===== src/rtl/demux_4_buf.sv =====
// Four-way buffered demultiplexer: routes each tagged input word into one of
// four independent FIFOs, each drained through its own valid/ready handshake.
module demux_4_buf #(
  parameter int WIDTH = 32,
  parameter int DEPTH = 2
) (
  input  logic                     clk,
  input  logic                     rst_n,
  input  logic [WIDTH-1:0]         in_data,
  input  logic [1:0]               in_sel,
  input  logic                     in_valid,
  output logic                     in_ready,
  output logic [WIDTH-1:0]         out_data_a,
  output logic [WIDTH-1:0]         out_data_b,
  output logic [WIDTH-1:0]         out_data_c,
  output logic [WIDTH-1:0]         out_data_d,
  output logic                     out_valid_a,
  output logic                     out_valid_b,
  output logic                     out_valid_c,
  output logic                     out_valid_d,
  input  logic                     out_ready_a,
  input  logic                     out_ready_b,
  input  logic                     out_ready_c,
  input  logic                     out_ready_d,
  output logic [$clog2(DEPTH):0]   count_a,
  output logic [$clog2(DEPTH):0]   count_b,
  output logic [$clog2(DEPTH):0]   count_c,
  output logic [$clog2(DEPTH):0]   count_d,
  output logic                     busy
);

  localparam int PW = $clog2(DEPTH);
  localparam int CW = PW + 1;

  logic [WIDTH-1:0] mem_r    [4][DEPTH];
  logic [PW-1:0]    wr_ptr_r [4];
  logic [PW-1:0]    rd_ptr_r [4];
  logic [CW-1:0]    count_r  [4];
  logic [WIDTH-1:0] head_s   [4];
  logic [3:0]       out_ready_s;
  logic [3:0]       push_s;
  logic [3:0]       pop_s;
  logic [3:0]       valid_s;

  assign out_ready_s = {out_ready_d, out_ready_c, out_ready_b, out_ready_a};

  // Full is judged on count alone, so a full channel never takes a push even while popping.
  assign in_ready = (count_r[in_sel] != CW'(DEPTH));

  for (genvar ch = 0; ch < 4; ch++) begin : g_ch
    assign valid_s[ch] = (count_r[ch] != {CW{1'b0}});
    assign push_s[ch]  = in_valid && in_ready && (in_sel == 2'(ch));
    assign pop_s[ch]   = valid_s[ch] && out_ready_s[ch];
    assign head_s[ch]  = valid_s[ch] ? mem_r[ch][rd_ptr_r[ch]] : {WIDTH{1'b0}};
  end

  // Pointer and occupancy bookkeeping for all four channels.
  always_ff @(posedge clk or negedge rst_n) begin
    if (!rst_n) begin
      for (int k = 0; k < 4; k++) begin
        wr_ptr_r[k] <= {PW{1'b0}};
        rd_ptr_r[k] <= {PW{1'b0}};
        count_r[k]  <= {CW{1'b0}};
      end
    end else begin
      for (int k = 0; k < 4; k++) begin
        if (push_s[k]) begin
          wr_ptr_r[k] <= wr_ptr_r[k] + PW'(1);
        end
        if (pop_s[k]) begin
          rd_ptr_r[k] <= rd_ptr_r[k] + PW'(1);
        end
        case ({push_s[k], pop_s[k]})
          2'b10:   count_r[k] <= count_r[k] + CW'(1);
          2'b01:   count_r[k] <= count_r[k] - CW'(1);
          default: count_r[k] <= count_r[k];
        endcase
      end
    end
  end

  // Word storage; contents are don't-care until counted valid, so no reset.
  always_ff @(posedge clk) begin
    for (int k = 0; k < 4; k++) begin
      if (push_s[k]) begin
        mem_r[k][wr_ptr_r[k]] <= in_data;
      end
    end
  end

  assign out_data_a  = head_s[0];
  assign out_data_b  = head_s[1];
  assign out_data_c  = head_s[2];
  assign out_data_d  = head_s[3];
  assign out_valid_a = valid_s[0];
  assign out_valid_b = valid_s[1];
  assign out_valid_c = valid_s[2];
  assign out_valid_d = valid_s[3];
  assign count_a     = count_r[0];
  assign count_b     = count_r[1];
  assign count_c     = count_r[2];
  assign count_d     = count_r[3];
  assign busy        = |valid_s;

endmodule

===== config.mk =====
export PLATFORM = sky130hd
export DESIGN_NAME = demux_4_buf
export DESIGN_NICKNAME = d
export VERILOG_FILES = /design/src/rtl/demux_4_buf.sv
export SDC_FILE = /design/constraint.sdc
export NUM_CORES = 1
export LEC_CHECK = 0
export CELL_PAD_IN_SITES_DETAIL_PLACEMENT = 1
export CELL_PAD_IN_SITES_GLOBAL_PLACEMENT = 1
export CORE_MARGIN = 3
export CORE_UTILIZATION = 48
export DETAILED_ROUTE_END_ITERATION = 8
export GPL_TIMING_DRIVEN = 0
export MAX_ROUTING_LAYER = met4
export PLACE_DENSITY = 0.86
export SLEW_MARGIN = 5
export SYNTH_ARGS = -nofsm -noshare
export SYNTH_HDL_FRONTEND = slang
export SYNTH_SLANG_ARGS = --single-unit

===== constraint.sdc =====
create_clock -name clk -period 7.3 [get_ports clk]
set_clock_uncertainty 0.05 [all_clocks]
set_input_delay 1.825 -clock clk [delete_from_list [all_inputs] [get_ports clk]]
set_output_delay 1.825 -clock clk [all_outputs]
set_load 0.03 [all_outputs]

# --- Word-level counts from Yosys, hierarchy flattened ---
# Memory sizes are Yosys's and may differ from the RTL's.
# Cells that the tools add are included.
word_totals:
  regBits: 16
  ram_bits: 256
  input_bits: 41
  n_memories: 1
op_classes:
  add_sub_neg: 16
  n_lt_le_gt_ge: 13
  n_eq_ne: 12
  n_mux: 48
  bitwise: 9
  reduce_logical: 26
mem_list:
  columns: ["memory", "depth", "word_bits", "rd", "rd_ports_with_merged_regs", "wr", "line", "text"]
  rows:
  - ["mem_r", 4, 64, 4, 0, 1, "35", "logic [WIDTH-1:0] mem_r [4][DEPTH];"]
ops:
  columns: ["operator", "count"]
  rows:
  - ["32-bit 2-to-1 mux", 20]
  - ["64-bit 2-to-1 mux", 10]
  - ["64-bit OR reduction", 3]
  - ["32-bit demux with 1-bit select", 4]
  - ["2-bit greater-or-equal comparator (second input constant)", 8]
  - ["1-bit NOT with 2-bit output", 8]
  - ["2-bit case mux with 2 select lines", 4]
  - ["2-bit nonzero test", 8]
  - ["1-bit logical AND", 13]
  - ["2-bit == test (second input constant)", 6]
  - ["2-bit by 1-bit == test with 1-bit output (second input constant)", 5]
  - ["2-bit 2-to-1 mux", 5]
  - ["1-bit adder (second input constant)", 8]
  - ["2-bit by 1-bit adder with 2-bit output (second input constant)", 4]
  - ["2-bit by 1-bit < comparator with 1-bit output (second input constant)", 4]
  - ["2-bit by 1-bit subtractor with 2-bit output (second input constant)", 4]
  - ["2-bit binary-select mux with 2-bit select", 1]
  - ["1-bit 2-to-1 mux", 4]
  - ["4-bit OR reduction", 1]
  - ["3-bit greater-or-equal comparator (second input constant)", 1]
  - ["2-bit NOT with 3-bit output", 1]
  - ["2-bit logical NOT", 1]
  - ["2-bit inequality test (second input constant)", 1]

# --- Longest topological paths before layout ---
# Gate-level depths: netlist (run 1).
depth:
  ltp_word: 13
  ltp_mapped: 7
  mapped_depth_nobuf: 7

# --- Worst setup path before layout (run 1) ---
# Ideal clock, no wire load.
synth_path:
  path_type: "input port to output port"
  start: "input in_sel[0]"
  end: "output in_ready"
  arrival_ns: 2.407
  setup_slack_ns: 3.018
  cell_stages: 1
  path_buffers: 0
  path_cell_list: "mux4_2"
synth_via:
  elab_chain_len: 5
synth_rtl:
  columns: ["item", "line", "text"]
  rows:
  - ["from (decl)", "10", "input logic [1:0] in_sel,"]
  - ["2-bit NOT with 3-bit output (not written as such)", "48", "assign in_ready = (count_r[in_sel] != CW'(DEPTH));"]
  - ["2-bit binary-select mux with 2-bit select", "48", null]
  - ["2-bit 2-to-1 mux (not written as such) (2 in series)", "48", null]
  - ["2-bit inequality test", "48", null]
  - ["to (decl)", "12", "output logic in_ready,"]
# Every way passes these cells. The select of a mux whose other input is x is not followed.

# --- Worst setup path in the final report (run 1) ---
# Ends and elaborated chain as after synthesis.

==> summary.md, run 1 <==
| Metric | Value |
|---|---|
| Final Wtd Congestion | 0.781 |
| Max transition margin | 46.0% |
| Tcrit/Tclk final | 75.4% |
| First-pass GRT wire length | 42.8 mm |
| R2R setup slack | 5.05 ns |
| # DRC | 0 |
| TritonCTS clock tree | yes |
| Drt pass-1 iters | 5 |
| Clock root buffer | clkbuf_16 |
| Seq/Total Area, Yosys | 76.9% |
| Worst Hold Endpoint | count_b[1]$_DFFE_PN0P_ |
| R2R Path Start | count_b[0]$_DFFE_PN0P_ |
| Max cap viols | 0 |
| Crit path DAT | 3.63 ns |
| Top delay family on crit path | buffers and inverters |
| # resized after CTS | 0 |
| Mapped Area | 0.0105 mm2 |
| CP dominant cell by count | clkdlybuf4s50_1 |
| Crit start category | primary input |
| WHS Path Cells | 1 |
| Largest net degree at the start of global routing | 19 |
| Htree depth | 1 |
| DRT Wirelength | 28.7 mm |
| Slew Limit Fails | 0 |
| Worst Hold Class | reg2reg |
| Mapped Cells | 618 |
| Placed insts | 1083 |
| Setup TNS | 0 ns |
| Maximum vdd ir drop | 242 uV |
| Post-route non-filler standard cell count | 1132 |
| Reg-to-Reg End | mem_r[1][50]$_DFFE_PP_ |
| Hold bufs inserted after CTS | 0 |
| Input/output buffers | 182 |
| Grt ovf | 0 |
| Synth Net Count | 663 |
| Final nets | 882 |
| Final min period | 5.50 ns |
| Post-CTS Setup Inserts | 0 |
| HP Start | count_b[1]$_DFFE_PN0P_ |
| IO Count | 183 |
| Antenna diode count | 0 |
| Die footprint | 0.0237 mm2 |
| Routed len/inst | 25.4 um |
| Worst-margin pin slew | 0.808 ns |
| Worst endpoint required time | 5.43 ns |
| Fmax | 182 MHz |
| Lkg Pwr | 0.00505 uW |
| Row count | 53 |
| Clock sinks | 272 |
| DP Wirelength | 19.6 mm |
| Post-synthesis register bit count | 272 |
| Synthesis-to-layout area growth | 30.5% |
| Die height | 154 um |
| Crit-path cells | clkdlybuf4s50_1 > mux4_2 > clkdlybuf4s50_1 |
| Vias/cell | 5.45 |
| FF-to-FF path depth | 4 |
| CP Capture Type | primary output |
| Die W | 154 um |
| Slowest cell on crit path | clkdlybuf4s50_1 |
| Maximum buffer depth of the clock tree | 3 |
| Gr usage total | 24.5% |
| Crit-path max cell delay | 0.64 ns |
| Crit Path Class | in2out |
| Worst-skew pair later-pin latency | 0.53 ns |
| Initial antenna violation count | 0 |
| Final hold violation count | 0 |
| Initial core utilization | 49.4% |
| RSZ-0062 raised after global routing | no |
| PD cells | 444 mW/mm2 |
| Worst Path Buf+Inv | 2 |
| Final Setup Violations | 0 |
| Initial DRC Count | 427 |
| Ys Warns | 0 |
| Outcome | finished, final reports clean |
| Average size of a mapped cell | 17.0 um2 |
| Yosys cell types | 24 |
| DR vias | 6168 |
| Share of cells above drive strength 1 | 10.7% |
| Post-route ant nets | 0 |
| Power Total | 6100 uW |
| TritonCTS buffer count | 27 |
| CTS clk-pin slew, worst paths | 0.06 ns |
| CP max FO | 5 |
| Final core utilization | 64.5% |
| Core area | 0.0213 mm2 |
| Vias in the first global route | 6830 |
-- registers in the layout, summed over array words and instances (netlist names) --
register / count
count_b: 2
mem_r: 256
wr_ptr_r: 4
count_d: 2
count_c: 2
rd_ptr_r: 4
count_a: 2
-- synthesized netlist by cell type --
master,instances,share of area (%)
nand4_2,1,0.12
buf_4,12,0.86
nand2_1,1,0.036
xnor2_1,12,1.0
nor2_2,2,0.12
nand4_1,1,0.060
and2_1,4,0.24
nand2b_1,2,0.12
edfxtp_1,256,73
mux2i_1,128,12
nand4b_4,1,0.23
buf_2,16,0.76
nor3b_2,1,0.12
nand4b_2,1,0.14
xor2_1,8,0.67
mux4_2,1,0.21
and3_1,1,0.060
dfrtp_1,16,3.8
inv_2,4,0.14
nand2b_4,2,0.26
ha_1,4,0.48
nor2_1,139,5.0
inv_1,3,0.11
nor2_4,2,0.21
-- stage by stage --
step,hold slack (ns),instance area (um2),setup WS (ns)
2_1_floorplan,0.410,10500,3.02
3_3_place_gp,0.427,12700,1.57
3_5_place_dp,0.502,13000,1.78
4_1_cts,0.513,13700,1.79
5_1_grt,0.536,13700,1.76
6_report,0.504,13700,1.80
-- worst max-delay path by stage --
stage,start,to,slack (ns),cells after the start
global route,in_sel[0],in_ready,1.76,3
detailed placement,in_sel[0],in_ready,1.78,3
CTS,in_sel[0],in_ready,1.79,3
floorplan,in_sel[0],in_ready,3.02,1
finish,in_sel[0],in_ready,1.80,3
global placement,in_valid,mem_r[0][48]$_DFFE_PP_,1.57,4
-- where the power goes --
part	total, uW	internal, uW	switching, uW
registers	1950	1860	91.9
logic	2900	1110	1790
clock network	1240	677	565
-- cells by family (layout without fill, tap and decap cells) --
family / Yosys count / after routing / share of synthesized area [%]
DFF: 272 / 272 / 76.9
and+or+nand+nor: 158 / 158 / 6.68
muxes: 129 / 129 / 12.4
buffers and inverters: 35 / 274 / 1.87
xor gates and xnor gates: 20 / 20 / 1.67
adders and majority gates: 4 / 4 / 0.476
-- layer usage --
| metal | track usage (%) | part of all wire [%] | vias up |
|---|---|---|---|
| met3 | 3.21 | 5.6 | 36 |
| met1 | 30.1 | 39 | 3200 |
| met4 | 4.63 | 1.6 | 0 |
| met5 | - | 0 | - |
| met2 | 44.1 | 53 | 231 |
| li1 | - | - | 2701 |
-- cell type report --
| class | instances | area (um2) |
|---|---|---|
| Multi-Input combinational cell | 311 | 2280 |
| Sequential cell | 272 | 8090 |
| Inverter | 7 | 26.3 |
| Fill cell | 1893 | 7560 |
| Clock buffer | 34 | 702 |
| Buffer | 28 | 170 |
| Clock inverter | 15 | 67.6 |
| Tap cell | 275 | 344 |
| Timing Repair Buffer | 190 | 2040 |
-- cell usage in the layout (no fill, tap or decap), types with 2 or more instances in the layout --
master	Yosys	layout
xnor2_1	12	12
clkinv_2	0	5
dfrtp_1	16	16
nor2_4	2	9
xor2_1	8	8
nand2b_1	2	2
buf_16	0	8
and2_1	4	4
clkdlybuf4s50_1	0	182
nor2_1	139	132
ha_1	4	4
nand2b_4	2	2
clkbuf_1	0	7
buf_4	12	12
mux2i_1	128	128
clkinv_1	0	9
nor2_2	2	2
buf_2	16	16
clkbuf_16	0	27
inv_1	3	3
edfxtp_1	256	256
inv_2	4	4
No activity file was read; power rests on OpenSTA's default activity.
==> run 2: changes to the inputs <==
CORE_UTILIZATION = 40   (was 48)
PLACE_DENSITY = 0.77   (was 0.86)
clock period = 4.9 ns   (was 7.3 ns; I/O delays follow)
==> summary.md, run 2 (same netlist as run 1, synthesis figures left out) <==
| Metric | Value |
|---|---|
| Outcome | finished, final reports clean |
| # DRC | 0 (unchanged) |
| DRT Wirelength | 27.0 mm (-6.0%) |
| PD cells | 667 mW/mm2 (+50%) |
| Most common cell after layout, fill and taps aside | edfxtp_1 |
| Input/output buffers | 182 (unchanged) |
| Worst-margin pin slew | 0.752 ns (-0.0562 ns) |
| Maximum buffer depth of the clock tree | 3 (unchanged) |
| First-pass GRT wire length | 40.6 mm (-5.2%) |
| IO Count | 183 (unchanged) |
| Vias in the first global route | 6460 (-5.4%) |
| GR met2 Demand/Resource | 34.5% (-9.6 points) |
| RSZ-0062 raised after global routing | no |
| CTS clk-pin slew, worst paths | 0.06 ns (about the same) |
| Crit path DAT | 3.03 ns (-0.60 ns) |
| Worst endpoint required time | 3.62 ns (-1.81 ns) |
| Grt peak-use layer | met2 |
| Die footprint | 0.0283 mm2 (+19%) |
| Drt pass-1 iters | 4 (-1) |
| Slew Limit Fails | 0 (unchanged) |
| Row count | 58 (+9.4%) |
| Final Wtd Congestion | 0.740 (-5.2%) |
| Crit start category | primary input |
| Maximum vdd ir drop | 396 uV (+63%) |
| Initial DRC Count | 263 (-38%) |
| CP Capture Type | primary output |
| R2R setup slack | 2.84 ns (-2.21 ns) |
| Clock sinks | 272 (unchanged) |
| CP max FO | 5 (unchanged) |
| Final Setup Violations | 0 (unchanged) |
| TritonCTS buffer count | 28 (+3.7%) |
| Share of cells above drive strength 1 | 12.0% (+1.2 points) |
| GR met1 Demand/Resource | 24.6% (-5.5 points) |
| Max cap viols | 0 (unchanged) |
| Htree depth | 1 (unchanged) |
| Vias/cell | 4.98 (-8.6%) |
| Max transition margin | 49.7% (+3.7 points) |
| Tcrit/Tclk final | 87.8% |
| Routed len/inst | 22.7 um (-11%) |
| DP Wirelength | 18.2 mm (-7.1%) |
| Hold bufs inserted after CTS | 0 (unchanged) |
| Initial antenna violation count | 0 (unchanged) |
| # resized after CTS | 0 (unchanged) |
| Final min period | 4.30 ns |
| Post-route ant nets | 0 (unchanged) |
| DR vias | 5926 (-3.9%) |
| Lkg Pwr | 0.00510 uW (+1.1%) |
| TritonCTS clock tree | yes |
| Initial core utilization | 41.3% (-8.1 points) |
| Grt ovf | 0 (unchanged) |
| Worst-skew pair later-pin latency | 0.52 ns (about the same) |
| Die height | 168 um (+9.2%) |
| Core area | 0.0255 mm2 (+20%) |
| Synthesis-to-layout area growth | 32.3% |
| Max reg flops | 256 (unchanged) |
| Gr usage total | 19.5% (-5.0 points) |
| Antenna diode count | 0 (unchanged) |
| Die W | 168 um (+9.2%) |
| Final hold violation count | 0 (unchanged) |
| Met3 Use GR | 2.61% (-0.60 points) |
| Clock root buffer | clkbuf_16 |
| Area post-placement | 0.0130 mm2 (+0.30%) |
| Final nets | 883 (+0.11%) |
| Power Total | 9280 uW (+52%) |
| Final Cell Area | 0.0139 mm2 (+1.3%) |
| WHS | 0.494 ns (-0.00986 ns) |
| Post-CTS Setup Inserts | 0 (unchanged) |
| Worst Hold Class | reg2reg |
| Crit Path Class | in2out |
| Largest net degree at the start of global routing | 25 (+6) |
| Most frequent cells in the layout | edfxtp_1, clkdlybuf4s50_1, nor2_1, mux2i_1, clkbuf_16 |
| Fmax | 233 MHz |
-- run 2: cell count changes in the layout (fill, tap and decap cells not counted), sizes merged --
cell      delta
bufinv       +3
inv          -1
clkinv       -2
clkinvlp     +3
-- run 2: where the power goes --
group          switching, uW  internal [uW]  total [uW]
registers                125           2770        2900
clock network            858           1240        2100
logic                   2640           1650        4290
-- run 2: worst max-delay path, cell delays in order --
cell             delay [ns]
clkdlybuf4s50_1        0.62
mux4_2                 0.57
clkdlybuf4s50_1        0.61
-- run 2: cell type report --
class	instances	area, um2
Buffer	28	170
Clock buffer	34	744
Clock inverter	18	169
Fill cell	2393	11600
Inverter	7	26.3
Multi-Input combinational cell	311	2280
Sequential cell	272	8090
Tap cell	330	413
Timing Repair Buffer	190	2010
-- run 2: final timing paths --
path	start	endpoint	cells past startpoint
setup / recovery	in_sel[0]	in_ready	3
hold / removal	count_a[1]$_DFFE_PN0P_	count_a[1]$_DFFE_PN0P_	1
setup reg to reg	count_b[0]$_DFFE_PN0P_	mem_r[1][15]$_DFFE_PP_	4
hold reg to reg	count_a[1]$_DFFE_PN0P_	count_a[1]$_DFFE_PN0P_	1
max in group asynchronous	rst_n	rd_ptr_r[1]$_DFFE_PN0P_	1
min in group asynchronous	rst_n	count_c[1]$_DFFE_PN0P_	1
-- run 2: metal layers --
layer	up-vias	routed length, um	part of all wire [%]
met3	30	1020	3.8
met4	0	453	1.7
met2	148	14100	52
met5	-	0	0
li1	2711	-	-
met1	3037	11400	42
-- run 2: per-stage QoR --
step	worst slack, ns	cells	TNS (ns)	utilization [%]
after detailed placement	0.596	1138	0	51.0
after floorplan	1.55	618	0	-
after CTS	0.592	1190	0	54.6
final	0.600	1190	0	54.6
after global routing	0.559	1190	0	54.6
after global placement	-0.326	1130	-54.52	50.1
